==> src/rtl/forward_pkg.sv <==
// Shared definitions for the forward-stage arbiter: stream widths, FSM encoding
// and the default release holdoff.
package forward_pkg;

    localparam int AXIS_DATA_W       = 64;
    localparam int AXIS_KEEP_W       = 8;
    localparam int IDLE_HOLD_DEFAULT = 4;

    typedef enum logic [1:0] {
        ST_IDLE  = 2'd0,
        ST_GRANT = 2'd1,
        ST_XFER  = 2'd2,
        ST_DRAIN = 2'd3
    } fwd_state_e;

endpackage

==> src/rtl/rr_arbiter_pick.sv <==
// Combinational round-robin search: first set request at or after ptr, wrapping
// modulo N.
module rr_arbiter_pick #(
    parameter int N     = 4,
    parameter int PTR_W = 2
) (
    input  logic [N-1:0]     req,
    input  logic [PTR_W-1:0] ptr,
    output logic             hit,
    output logic [PTR_W-1:0] idx
);

    logic [N-1:0]     rot;
    logic [PTR_W-1:0] widx [N];

    genvar gi;
    generate
        for (gi = 0; gi < N; gi++) begin : g_rot
            logic [PTR_W:0] sum;
            assign sum      = {1'b0, ptr} + (PTR_W+1)'(gi);
            assign widx[gi] = (sum >= (PTR_W+1)'(N)) ? PTR_W'(sum - (PTR_W+1)'(N))
                                                     : sum[PTR_W-1:0];
            assign rot[gi]  = req[widx[gi]];
        end
    endgenerate

    // Scan from the far end so the smallest offset from ptr wins.
    always_comb begin
        hit = 1'b0;
        idx = '0;
        for (int i = N - 1; i >= 0; i--) begin
            if (rot[i]) begin
                hit = 1'b1;
                idx = widx[i];
            end
        end
    end

endmodule

==> src/rtl/forward_arbiter.sv <==
// Round-robin arbiter granting one forward-buffer stage at a time and muxing its
// AXI-Stream onto a single egress until the stage has drained and gone idle.
module forward_arbiter
    import forward_pkg::*;
#(
    parameter int N_PORTS   = 4,
    parameter int IDLE_HOLD = IDLE_HOLD_DEFAULT,
    parameter int PTR_W     = 2
) (
    input  logic                           i_clk,
    input  logic                           i_rst_n,
    input  logic [N_PORTS-1:0]             i_forward_req,
    output logic [N_PORTS-1:0]             o_forward_resp,
    input  logic [N_PORTS-1:0]             i_forward_finish,
    input  logic [N_PORTS-1:0]             s_axis_tvalid,
    input  logic [N_PORTS*AXIS_DATA_W-1:0] s_axis_tdata,
    input  logic [N_PORTS-1:0]             s_axis_tlast,
    input  logic [N_PORTS*AXIS_KEEP_W-1:0] s_axis_tkeep,
    output logic [N_PORTS-1:0]             s_axis_tready,
    output logic                           m_axis_tvalid,
    output logic [AXIS_DATA_W-1:0]         m_axis_tdata,
    output logic                           m_axis_tlast,
    output logic [AXIS_KEEP_W-1:0]         m_axis_tkeep,
    output logic                           m_axis_tuser,
    input  logic                           m_axis_tready,
    output logic                           o_busy,
    output logic [PTR_W-1:0]               o_grant_idx
);

    localparam int              CNT_W = 4;
    localparam logic [CNT_W-1:0] HOLD = CNT_W'(IDLE_HOLD);

    fwd_state_e         state_reg;
    logic [N_PORTS-1:0] resp_reg;
    logic [PTR_W-1:0]   rr_ptr_reg;
    logic [PTR_W-1:0]   grant_idx_reg;
    logic               pkt_seen_reg;
    logic               in_pkt_reg;
    logic [CNT_W-1:0]   idle_cnt_reg;

    logic               pick_hit;
    logic [PTR_W-1:0]   pick_idx;
    logic [PTR_W-1:0]   next_ptr;
    logic               egress_on;
    logic               beat;
    logic               sel_valid;
    logic               sel_last;
    logic               sel_finish;
    logic               sel_req;

    logic [AXIS_DATA_W-1:0] data_arr [N_PORTS];
    logic [AXIS_KEEP_W-1:0] keep_arr [N_PORTS];

    rr_arbiter_pick #(
        .N     (N_PORTS),
        .PTR_W (PTR_W)
    ) u_pick (
        .req (i_forward_req),
        .ptr (rr_ptr_reg),
        .hit (pick_hit),
        .idx (pick_idx)
    );

    genvar gi;
    generate
        for (gi = 0; gi < N_PORTS; gi++) begin : g_port
            assign data_arr[gi]      = s_axis_tdata[gi*AXIS_DATA_W +: AXIS_DATA_W];
            assign keep_arr[gi]      = s_axis_tkeep[gi*AXIS_KEEP_W +: AXIS_KEEP_W];
            assign s_axis_tready[gi] = egress_on && (grant_idx_reg == PTR_W'(gi)) && m_axis_tready;
        end
    endgenerate

    assign sel_valid  = s_axis_tvalid[grant_idx_reg];
    assign sel_last   = s_axis_tlast[grant_idx_reg];
    assign sel_finish = i_forward_finish[grant_idx_reg];
    assign sel_req    = i_forward_req[grant_idx_reg];
    assign next_ptr   = (grant_idx_reg == PTR_W'(N_PORTS - 1)) ? '0 : grant_idx_reg + 1'b1;

    assign egress_on     = (state_reg == ST_XFER) || (state_reg == ST_DRAIN);
    assign m_axis_tvalid = egress_on && sel_valid;
    assign m_axis_tdata  = egress_on ? data_arr[grant_idx_reg] : '0;
    assign m_axis_tlast  = egress_on && sel_last;
    assign m_axis_tkeep  = egress_on ? keep_arr[grant_idx_reg] : '0;
    assign m_axis_tuser  = 1'b0;
    assign beat          = m_axis_tvalid && m_axis_tready;

    assign o_forward_resp = resp_reg;
    assign o_grant_idx    = grant_idx_reg;
    assign o_busy         = (state_reg != ST_IDLE);

    always_ff @(posedge i_clk or negedge i_rst_n) begin
        if (!i_rst_n) begin
            state_reg     <= ST_IDLE;
            resp_reg      <= '0;
            rr_ptr_reg    <= '0;
            grant_idx_reg <= '0;
            pkt_seen_reg  <= 1'b0;
            in_pkt_reg    <= 1'b0;
            idle_cnt_reg  <= '0;
        end else begin
            // Packet framing is tracked whenever the egress is open.
            if (egress_on && beat) begin
                if (sel_last) begin
                    in_pkt_reg   <= 1'b0;
                    pkt_seen_reg <= 1'b1;
                end else begin
                    in_pkt_reg <= 1'b1;
                end
            end

            case (state_reg)
                ST_IDLE: begin
                    if (pick_hit) begin
                        grant_idx_reg      <= pick_idx;
                        resp_reg           <= '0;
                        resp_reg[pick_idx] <= 1'b1;
                        state_reg          <= ST_GRANT;
                    end
                end
                ST_GRANT: begin
                    if (sel_req) begin
                        resp_reg     <= '0;
                        pkt_seen_reg <= 1'b0;
                        in_pkt_reg   <= 1'b0;
                        idle_cnt_reg <= '0;
                        state_reg    <= ST_XFER;
                    end else begin
                        resp_reg  <= '0;
                        state_reg <= ST_IDLE;
                    end
                end
                ST_XFER: begin
                    // finish can rise before the last packet's data shows up, so
                    // release only after a run of truly idle cycles.
                    if (sel_valid || in_pkt_reg || !sel_finish) begin
                        idle_cnt_reg <= '0;
                    end else if (idle_cnt_reg != HOLD) begin
                        idle_cnt_reg <= idle_cnt_reg + 1'b1;
                    end
                    if (pkt_seen_reg && (idle_cnt_reg == HOLD)) begin
                        state_reg <= ST_DRAIN;
                    end
                end
                ST_DRAIN: begin
                    if (sel_valid) begin
                        idle_cnt_reg <= '0;
                        state_reg    <= ST_XFER;
                    end else begin
                        rr_ptr_reg <= next_ptr;
                        state_reg  <= ST_IDLE;
                    end
                end
                default: state_reg <= ST_IDLE;
            endcase
        end
    end

endmodule

==> config.mk <==
export PLATFORM = sky130hd
export DESIGN_NAME = forward_arbiter
export DESIGN_NICKNAME = d
export VERILOG_FILES = /design/src/rtl/forward_pkg.sv /design/src/rtl/rr_arbiter_pick.sv /design/src/rtl/forward_arbiter.sv
export SDC_FILE = /design/constraint.sdc
export NUM_CORES = 1
export LEC_CHECK = 0
export CELL_PAD_IN_SITES_DETAIL_PLACEMENT = 0
export CELL_PAD_IN_SITES_GLOBAL_PLACEMENT = 2
export CORE_MARGIN = 2
export CORE_UTILIZATION = 13
export CTS_CLUSTER_DIAMETER = 200
export DETAILED_ROUTE_END_ITERATION = 8
export PLACE_DENSITY_LB_ADDON = 0.1
export SLEW_MARGIN = 5
export SYNTH_ARGS = -nofsm -noshare
export SYNTH_HDL_FRONTEND = slang
export SYNTH_SLANG_ARGS = --single-unit
==> constraint.sdc <==
create_clock -name i_clk -period 2.5 [get_ports i_clk]
set_input_delay 0.375 -clock i_clk [delete_from_list [all_inputs] [get_ports i_clk]]
set_output_delay 0.375 -clock i_clk [all_outputs]
set_load 0.05 [all_outputs]
# Word level (Yosys, flattened, before mapping)
# Index checks and enable logic that the tools add are counted.
# Widths: inputs -> output; s select.
dict set report op_classes {
  n_addsub 9
  magnitude_cmp 12
  n_eq_ne 13
  muxes 59
  bitwise 2
  n_reduce_logical 28
}
# cell count
set ops {}
lappend ops {{$mux 64} 3}
lappend ops {{$bmux 64 s2} 1}
lappend ops {{$mux 2} 13}
lappend ops {{$mux 8} 3}
lappend ops {{$mux 1} 21}
lappend ops {{$mux 4} 5}
lappend ops {{$lt 2x3->1 const B} 6}
lappend ops {{$bmux 1 s2} 8}
lappend ops {{$bmux 8 s2} 1}
lappend ops {{$logic_and 1x1->1} 14}
lappend ops {{$ge 3x3->1 const B} 4}
lappend ops {{$pmux 4 s3} 1}
lappend ops {{$eq 2x2->1 const B} 4}
lappend ops {{$pmux 2 s4} 1}
lappend ops {{$pmux 4 s2} 1}
lappend ops {{$reduce_and 2->1} 4}
lappend ops {{$sub 2x1->2 const B} 4}
lappend ops {{$add 2x2->3 const B} 2}
lappend ops {{$ne 2x2->1 const B} 3}
lappend ops {{$add 4x1->4 const B} 1}
lappend ops {{$eq 2x1->1 const B} 2}
lappend ops {{$eq 4x3->1 const B} 1}
lappend ops {{$logic_not 2->1} 2}
lappend ops {{$ne 4x3->1 const B} 1}
lappend ops {{14 further kinds} 17}
dict set report totals {
  regBits 16
  inputBits 307
  out_inout_bits 86
  word_cells 130
}

# Depth between registers and ports, before layout
dict set report logic_depth {
  word_depth 15
  depth_mapped 6
  depth_no_buf 6
}

# By module
# From an unflattened synthesis, not the netlist that was laid out.
dict set report hier_totals {
  cells_unflattened 286
  hier_area_um2 3283.1
}
# module instances cells_each area_each_um2 seq_area_each_um2
set modules_own_cells {}
lappend modules_own_cells {forward_arbiter 1 273 3205.6 400.4}
lappend modules_own_cells {rr_arbiter_pick 1 13 77.6 0.0}

# Worst setup path before layout
# OpenSTA, ideal clock, no wires.
dict set report synth_timing {
  path_type {flip-flop to output port}
  from {reg grant_idx_reg[0], in the netlist o_grant_idx[0]}
  to {out m_axis_tdata[56]}
  arrival_ns 2.447
  required_ns 2.125
  slack_ns -0.322
  stages_incl_launch_ff 6
  n_path_buf 3
  cell_sequence {dfrtp_1 -> buf_6 -> buf_2 -> buf_1 -> mux4_2 -> and2_1}
}
dict set report synth_between {
  elab_chain_len 5
}
# element line_no
set synth_lines {}
lappend synth_lines {{start: declaration} forward_arbiter.sv:36} ;# logic [PTR_W-1:0] grant_idx_reg;
lappend synth_lines {{start signal: assignment} forward_arbiter.sv:114} ;# grant_idx_reg <= pick_idx;
lappend synth_lines {{$not 2->3 (not written as such)} forward_arbiter.sv:81} ;# assign m_axis_tdata = egress_on ? data_arr[grant_idx_reg] : '0;
lappend synth_lines {{$bmux 64 s2} forward_arbiter.sv:81}
lappend synth_lines {{$mux 64 (not written as such) (2 in a row)} forward_arbiter.sv:81}
lappend synth_lines {{$mux 64} forward_arbiter.sv:81}
lappend synth_lines {{end: declaration} forward_arbiter.sv:21} ;# output logic [AXIS_DATA_W-1:0] m_axis_tdata,
# Every way passes these cells. The select of a mux whose other input is x is not followed.

# Final worst setup path
dict set report layout_timing {
  from {reg grant_idx_reg[0], in the netlist o_grant_idx[0]}
  to {out m_axis_tdata[49]}
}
# The elaborated chain is that of the path after synthesis.

==> results.txt <==
----------------------------------------------------
[Outcome]
  Run status ... finished clean

[Floorplanning]
  Std-Cell Rows ... 57
  Starting density of the core ... 0.1324
  Number of ports placed on the die boundary ... 393
  Die height ... 161.1 µm
  Core ar. ... 24250 µm²
  Die W ... 161.1 µm
  DIE AREA ... 25960 µm²

[Power]
  Power density cells ... 1128 nW/µm²
  Internal portion of total power ... 0.003742 W
  Sw Share ... 0.5589
  Part of the total power dissipated in sequential elements ... 0.067
  Part of the total power dissipated in combinational logic ... 0.891
  VDD IR max ... 0.4943 mV
  Leak pwr ... 2.852 nW
  Psw ... 0.004742 W
  Relative contribution of the clock network to total power ... 0.042

[Critical path]
  Kind of start point of the critical path ... flop
  CP Class ... reg -> out
  Critical Path Sink Type ... output pin
  Signal arrival time at the worst endpoint ... 2.02 ns
  R2R cell count ... 4
  Critical register-to-register path startpoint ... o_grant_idx[0]
  Critical Path Fanout Max ... 26
  Worst EP required ... 2.12 ns
  R2R Path End ... idle_cnt_reg[0]
  Register-to-Register Setup Slack ... 0.25 ns

[Synth]
  Fraction of synthesized cell area taken by the top area cell type ... 0.5333
  Post-Syn Nets ... 585
  Distinct cell type count after synthesis ... 44
  Register bit total from synthesis ... 16
  Top FF cell, synth ... dfrtp_1
  Cells after synthesis ... 272
  Post-synthesis async set-or-reset flop share ... 1.000
  Area contributors post-synth ... mux4_2, and2_1, dfrtp_1
  Sequential-to-total area share from yosys stat ... 0.1248
  Number of synthesized flops with an enable pin ... 0
  Synth Area per Inst ... 11.80 µm²
  Area of the mapped netlist ... 3209 µm²
  Cell type contributing the most total cell area after synthesis ... mux4_2
  Count of synthesis-stage warnings from yosys ... 0

[Timing]
  Maximum frequency from static timing analysis ... 0.4179 GHz
  Shortest clock period the worst path allows after layout ... 2.393 ns
  Pin slew with the least headroom to its limit ... 0.8183 ns
  Count of final setup violators ... 0
  Worst-case headroom to the max-slew limit ... 0.4528
  Unrepaired setup endpoints after global routing ... no
  Post-Route Setup TNS ... 0 ns
  Period utilisation layout ... 0.9572
  Final worst clock skew ... 0.0008878 ns
  Final Hold Fails ... 0
  Pins over their slew limit ... 0

[Detailed routing]
  DR vias ... 4053
  Pre-Repair DR Iteration Count ... 4
  Number of violations reported at the end of detailed-routing iteration 0 ... 163
  Detail-routed net length per standard cell ... 21.31 µm
  Mean number of vias per cell ... 4.136
  Post-detailed-route count of antenna-violating nets ... 0
  Residual DRC ... 0
  Total detailed-routing wirelength ... 20.88 mm

[Min path]
  Hold path cells ... 2
  Type of the most critical hold path ... reg -> reg
  Hold path startpoint ... o_forward_resp[0]
  Hold Crit Endpoint ... o_forward_resp[0]

[Final layout]
  Final net count ... 969
  Area growth, synth to finish ... 134.4%
  Fraction of layout instances using a drive strength above 1 ... 0.2794
  Final core area utilization ... 0.3103

[CTS]
  Worst-path clk slew ... 0.05 ns
  TritonCTS clock tree ... yes
  CTS max path bufs ... 2
  TritonCTS buffer count ... 3
  Clock insertion delay at the later pin of the skew report ... 0.25 ns
  Root Buffer Master ... clkbuf_16
  Number of buffers inserted by hold repair at cts ... 0
  # clock sinks ... 16
  H-tree level count ... 1

[Place]
  Routability congestion estimate from global placement ... 0.8392
  IO buf count ... 391
  HPWL Detailed ... 18.35 mm

[Global route]
  Largest net degree at the start of global routing ... 78
  Overall global routing resource usage ... 0.1549
  Global-route wire length before repair ... 29.94 mm
  Initial antenna violation count ... 2
  Via count of the first global-routing pass ... 4537
  Sum of overflow across all layers after global routing ... 0

[Flow run]
  Maximum Capacitance Violations ... 0

----------------------------------------------------
[synth_stat cells, types with 2 or more instances]
cell      number
o31ai_1        3
o21ai_0        2
a21o_1         2
dfrtp_1       16
nand3_1        2
and2_1        75
o221ai_1       2
inv_1          8
nand2_1        7
ha_1           6
buf_2          4
mux2_2         2
nand2b_1       4
clkbuf_1      21
or3_1          2
mux4_2        76
and3_1         5
nor2_1         6
a21oi_1        4
[layer usage]
layer,routed length (µm),global-route usage
met1,7533,0.1709
met2,11810,0.3039
met3,1300,0.03878
met4,218,0.02110
met5,13,0
[worst max path at each step]
stage,from,endpoint,slack [ns],cells after the start
floorplan,o_grant_idx[0],m_axis_tdata[0],0.005,4
detailed placement,s_axis_tvalid[3],idle_cnt_reg[2],0.1,6
global placement,s_axis_tvalid[2],idle_cnt_reg[1],0.1,5
global route,o_grant_idx[0],m_axis_tkeep[7],0.007,4
CTS,o_grant_idx[0],m_axis_tdata[11],0.05,4
finish,o_grant_idx[0],m_axis_tdata[49],0.11,4
[power groups by stage]
| stage | clock network (W) | logic [W] | registers [W] |
|---|---|---|---|
| 2_1_floorplan | 0 | 0.00500 | 0.000605 |
| 3_3_place_gp | 0 | 0.00761 | 0.000590 |
| 3_5_place_dp | 0 | 0.00758 | 0.000594 |
| 4_1_cts | 0.000362 | 0.00768 | 0.000574 |
| 5_1_grt | 0.000374 | 0.00801 | 0.000595 |
| 6_report | 0.000358 | 0.00756 | 0.000565 |
[critical path: stages, from the launching register on]
cell     delay (ns)
dfrtp_4        0.57
buf_16         0.25
mux4_2         0.54
and2_1         0.18
buf_4          0.19
[cell type report]
| class | instances | area, µm² |
|---|---|---|
| multi-input cells | 219 | 2653 |
| well taps | 324 | 405.4 |
| inverters | 8 | 30.03 |
| clock buffers | 4 | 88.84 |
| fillers | 2549 | 16720 |
| flip-flops and latches | 16 | 409.1 |
| repair buffers | 408 | 3935 |
| diodes | 1 | 2.502 |
[logic make-up after synthesis]
group                    synth area share
AO/OA/AOI/OAI                     0.04679
XOR/XNOR                         0.002730
adder cells (fa/ha/maj)           0.02339
buffers and inverters             0.04873
flip-flops                         0.1248
multiplexers                       0.5435
other                            0.001168
AND/OR/NAND/NOR                    0.2090
[through the flow]
stage	hold slack [ns]	cell area [µm²]	instances	setup slack, ns	power [W]
5_1_grt	0.5015	7523	980	0.006830	0.008978
2_1_floorplan	0.07941	3213	272	0.005005	0.005606
3_3_place_gp	0.4703	7383	971	0.09746	0.008204
4_1_cts	0.4907	7506	979	0.05036	0.008616
6_report	0.4915	7523	980	0.1071	0.008485
3_5_place_dp	0.4785	7383	971	0.09890	0.008178
[layout by cell type (no fill, tap or decap), types with 2 or more instances in the layout]
cell type,instances
clkdlybuf4s50_1,311
nor2_1,6
buf_4,88
buf_12,5
nand2b_1,4
and2_1,75
inv_1,8
and3_1,5
ha_1,6
nand3_1,2
o31ai_1,3
or3_1,2
dfrtp_4,2
mux4_2,76
mux2_2,2
clkbuf_16,3
buf_6,3
o21ai_0,2
nand2_1,7
dfrtp_1,13
a21oi_1,4
o221ai_1,2
a21o_1,2
[timing repair]
| action | in CTS | in global routing |
|---|---|---|
| buffers inserted | 4 | 0 |
| resized for setup | 1 | 3 |
| setup endpoints to repair | 13 | 2 |
Power figures use the tool's default switching activity.
==> RTL change 1, RTL diff (same flow settings) <==
Encoding of `fwd_state_e`: now one-hot (4 bits for 4 states).
--- a/src/rtl/forward_pkg.sv
+++ b/src/rtl/forward_pkg.sv
@@ -7,9 +7,9 @@
     localparam int IDLE_HOLD_DEFAULT = 4;
 
-    typedef enum logic [1:0] {
-        ST_IDLE  = 2'd0,
-        ST_GRANT = 2'd1,
-        ST_XFER  = 2'd2,
-        ST_DRAIN = 2'd3
+    typedef enum logic [3:0] {
+        ST_IDLE  = 4'b0001,
+        ST_GRANT = 4'b0010,
+        ST_XFER  = 4'b0100,
+        ST_DRAIN = 4'b1000
     } fwd_state_e;
 
Behaviour: same outputs for any inputs over 10 cycles, from zero or initial values and one cycle with i_rst_n low; not proved beyond that.
==> RTL change 1 against the original RTL <==
  * Sequential cell count rose by 2
  * Sequential share of layout area rose by 0.57 points
  * Setup slack got worse by 13 ps
  * Via count rose by 1.7%
  * Hold slack got worse by 31 ps
  * Wire length rose by 2.3%
  * Total power fell by 43%
  * Area after synthesis rose by 3.4%
  * Die area rose by 3.3%
  * Design area rose by 1.6%
  * Combinational power fell by 48%
  * Critical path type unchanged
  * Largest power group unchanged
==> RTL change 1: results (changes against the original RTL) <==
placed_design:
  gp_congestion: 0.832  # -0.91%
  placed_area_sq_um: 7520  # +1.9%
  dp_slack_ps: 175  # +75.9 ps
  place_hpwl_microns: 18400  # +0.33%
global_route:
  grt_use_total_pct: 15.1  # -0.37 points
  grt_pass1_wl_microns: 29700  # -0.74%
  antenna_found_initial: 7  # +5
  grt_pass1_vias: 4586  # +1.1%
power:
  ir_drop_mv: 0.552  # +12%
  p_leak_nw: 2.96  # +3.9%
finish:
  drive_above_1_share_pct: 27.2  # -0.77 points
  final_nets: 984  # +1.5%
  finalNonFillerCells: 1002  # +2.2%
routing:
  wl_met3_microns: 1620  # +25%
  met2_length_microns: 12000  # +1.7%
  routedWlPerCell_microns: 21.3  # about the same
  vias: 4122  # +1.7%
  wl_met1_microns: 7580  # +0.58%
timing:
  hold_slack_ps: 461  # -30.8 ps
  slew_headroom_pct: 64.8  # +20 points
  fin_skew_ps: 1.62  # +0.735 ps
clock_network:
  post_cts_buffers: 0  # -4
  cts_resized: 0  # -1
yosys:
  synth_fp_nets: 601  # +2.7%
  synth_area_leaders: "mux4_2, and2_1, dfrtp_1"
  synth_common_cells: "mux4_2, and2_1, clkbuf_1, dfrtp_1, nand2_1"
setup_path:
  regToRegSetupSlack_ps: 400  # +150 ps
  critPathSlowestCell: "mux4_2"
run_status:
  status: "finished clean"
RTL change 1: logic make-up (layout without fill, tap and decap cells):
kind of cell	count (synthesis)	after routing	synth area share, %
compound gates	32	32	5.96
xor+xnor	1	1	0.264
fa+ha+maj	6	6	2.26
buf+inv	38	420	4.82
flops	18	18	13.6
mux	77	77	51.9
other cells	1	3	0.113
simple gates	115	115	21.1
RTL change 1: per-layer routing:
| metal | up-vias | GRT usage, % |
|---|---|---|
| met5 | - | 0 |
| li1 | 1901 | - |
| met3 | 13 | 4.42 |
| met2 | 160 | 29.5 |
| met4 | 6 | 2.19 |
| met1 | 2042 | 16.3 |
RTL change 1: critical path, delay by kind of cell, from the launching register on:
family / cells / cell delay (ps)
flip-flops: 1 / 560
buffers and inverters: 2 / 420
AND/OR/NAND/NOR: 1 / 190
multiplexers: 1 / 580
RTL change 1: final timing paths:
path | cells past startpoint | start | to
min in group i_clk | 2 | pkt_seen_reg | state_reg[3]
worst min-delay path | 2 | i_rst_n | rr_ptr_reg[0]
max in group asynchronous | 2 | i_rst_n | state_reg[0]
worst max-delay path | 4 | o_grant_idx[0] | m_axis_tdata[15]
worst max register to register | 4 | o_grant_idx[0] | idle_cnt_reg[0]
worst min register to register | 2 | pkt_seen_reg | state_reg[3]
RTL change 1: area by class of cell:
type | count | area [sq um]
fill | 2650 | 17500
tap | 330 | 413
timing repair buffer | 405 | 3930
sequential | 18 | 459
clock buffer | 4 | 88.8
antenna | 2 | 5.00
multi-input combinational | 232 | 2710
inverter | 11 | 41.3
RTL change 1: report_power, final:
group          switching, mW  internal, mW  total, mW
Sequential             0.201         0.400      0.601
Clock                  0.112         0.244      0.356
Combinational           1.81          2.09       3.90
==> RTL change 2, RTL diff (same settings) <==
Without the edit above. The package constant `AXIS_DATA_W` goes from 64 to 56.
--- a/src/rtl/forward_pkg.sv
+++ b/src/rtl/forward_pkg.sv
@@ -3,5 +3,5 @@
 package forward_pkg;
 
-    localparam int AXIS_DATA_W       = 64;
+    localparam int AXIS_DATA_W       = 56;
     localparam int AXIS_KEEP_W       = 8;
     localparam int IDLE_HOLD_DEFAULT = 4;
Interface: changed (resized m_axis_tdata and s_axis_tdata); port bits go from 393 to 353. No check against the original RTL was run, so the function may have changed too.
==> RTL change 2 against the original RTL <==
  * Setup slack improved by 52 ps
  * Design area is 8.5% lower
  * Synthesized cell count down 8.1%
  * Critical path type unchanged
  * Critical path depth did not move
  * Sequential share of layout area up 0.51 points
  * Cell count down 11%
  * Wire length fell by 14%
  * Sequential cell count unchanged
  * Total power down 6.8%
  * Clock skew rose by 8.1 ps
  * Area after synthesis down 8.2%
==> RTL change 2: results (changes against the original RTL) <==
global_route:
  antenna_found_initial: 1  # -1
  grt_pass1_wl_microns: 26200  # -12%
  globalRouteMet2Util_pct: 28.4  # -2.0 points
  gr-usage-met3_pct: 3.73  # -0.15 points
yosys:
  synth_common_cells: "mux4_2, and2_1, clkbuf_1, dfrtp_1, nand2_1"
  synth-xor-area-share_pct: 0.297  # +0.024 points
  synth_cell_types: 42  # -4.5%
  synthAdderAreaFrac_pct: 2.55  # +0.21 points
  synth_seq_area_share_pct: 13.6  # +1.1 points
  synth_area_leaders: "mux4_2, and2_1, dfrtp_1"
  synth_mux_area_share_pct: 53.1  # -1.3 points
  synth_fp_nets: 531  # -9.2%
placed_design:
  gp_congestion: 0.806  # -4.0%
  place_hpwl_microns: 15600  # -15%
  dp_slack_ps: 109  # +10.3 ps
power:
  internal-power_mw: 3.56  # -4.9%
  pg_seq_mw: 0.506  # -10%
  p_leak_nw: 2.59  # -9.2%
finish:
  multi_input_area_share_pct: 34.9  # -0.35 points
  drive_above_1_share_pct: 26.9  # -0.99 points
  n_all_buffers: 362  # -11%
  fill_cells: 2332  # -8.5%
  final_nets: 872  # -10%
clock_network:
  post_cts_buffers: 0  # -4
routing:
  wl_met3_microns: 1300  # +0.23%
  drt_iter0_drc: 110  # -33%
  vias: 3664  # -9.6%
  routedWlPerCell_microns: 20.5  # -3.6%
run_status:
  status: "finished clean"
setup_path:
  crit_family: "multiplexers"
[RTL change 2: through the flow]
step	power (mW)	area (sq um)	hold WS [ps]	instances
3_5_place_dp	7.73	6800	477	871
2_1_floorplan	5.12	2950	79.4	250
4_1_cts	8.08	6880	465	875
5_1_grt	8.37	6880	492	876
6_report	7.91	6880	449	876
3_3_place_gp	7.73	6800	472	871
[RTL change 2: worst paths after layout]
path | cells past startpoint | slack [ps] | end | start
min in group i_clk | 2 | 480 | o_forward_resp[2] | o_forward_resp[2]
worst max register to register | 4 | 370 | idle_cnt_reg[0] | o_grant_idx[0]
worst max-delay path | 4 | 160 | m_axis_tlast | o_grant_idx[0]
max in group asynchronous | 2 | 1830 | state_reg[1] | i_rst_n
worst min register to register | 2 | 480 | o_forward_resp[2] | o_forward_resp[2]
worst min-delay path | 2 | 450 | o_forward_resp[2] | i_rst_n
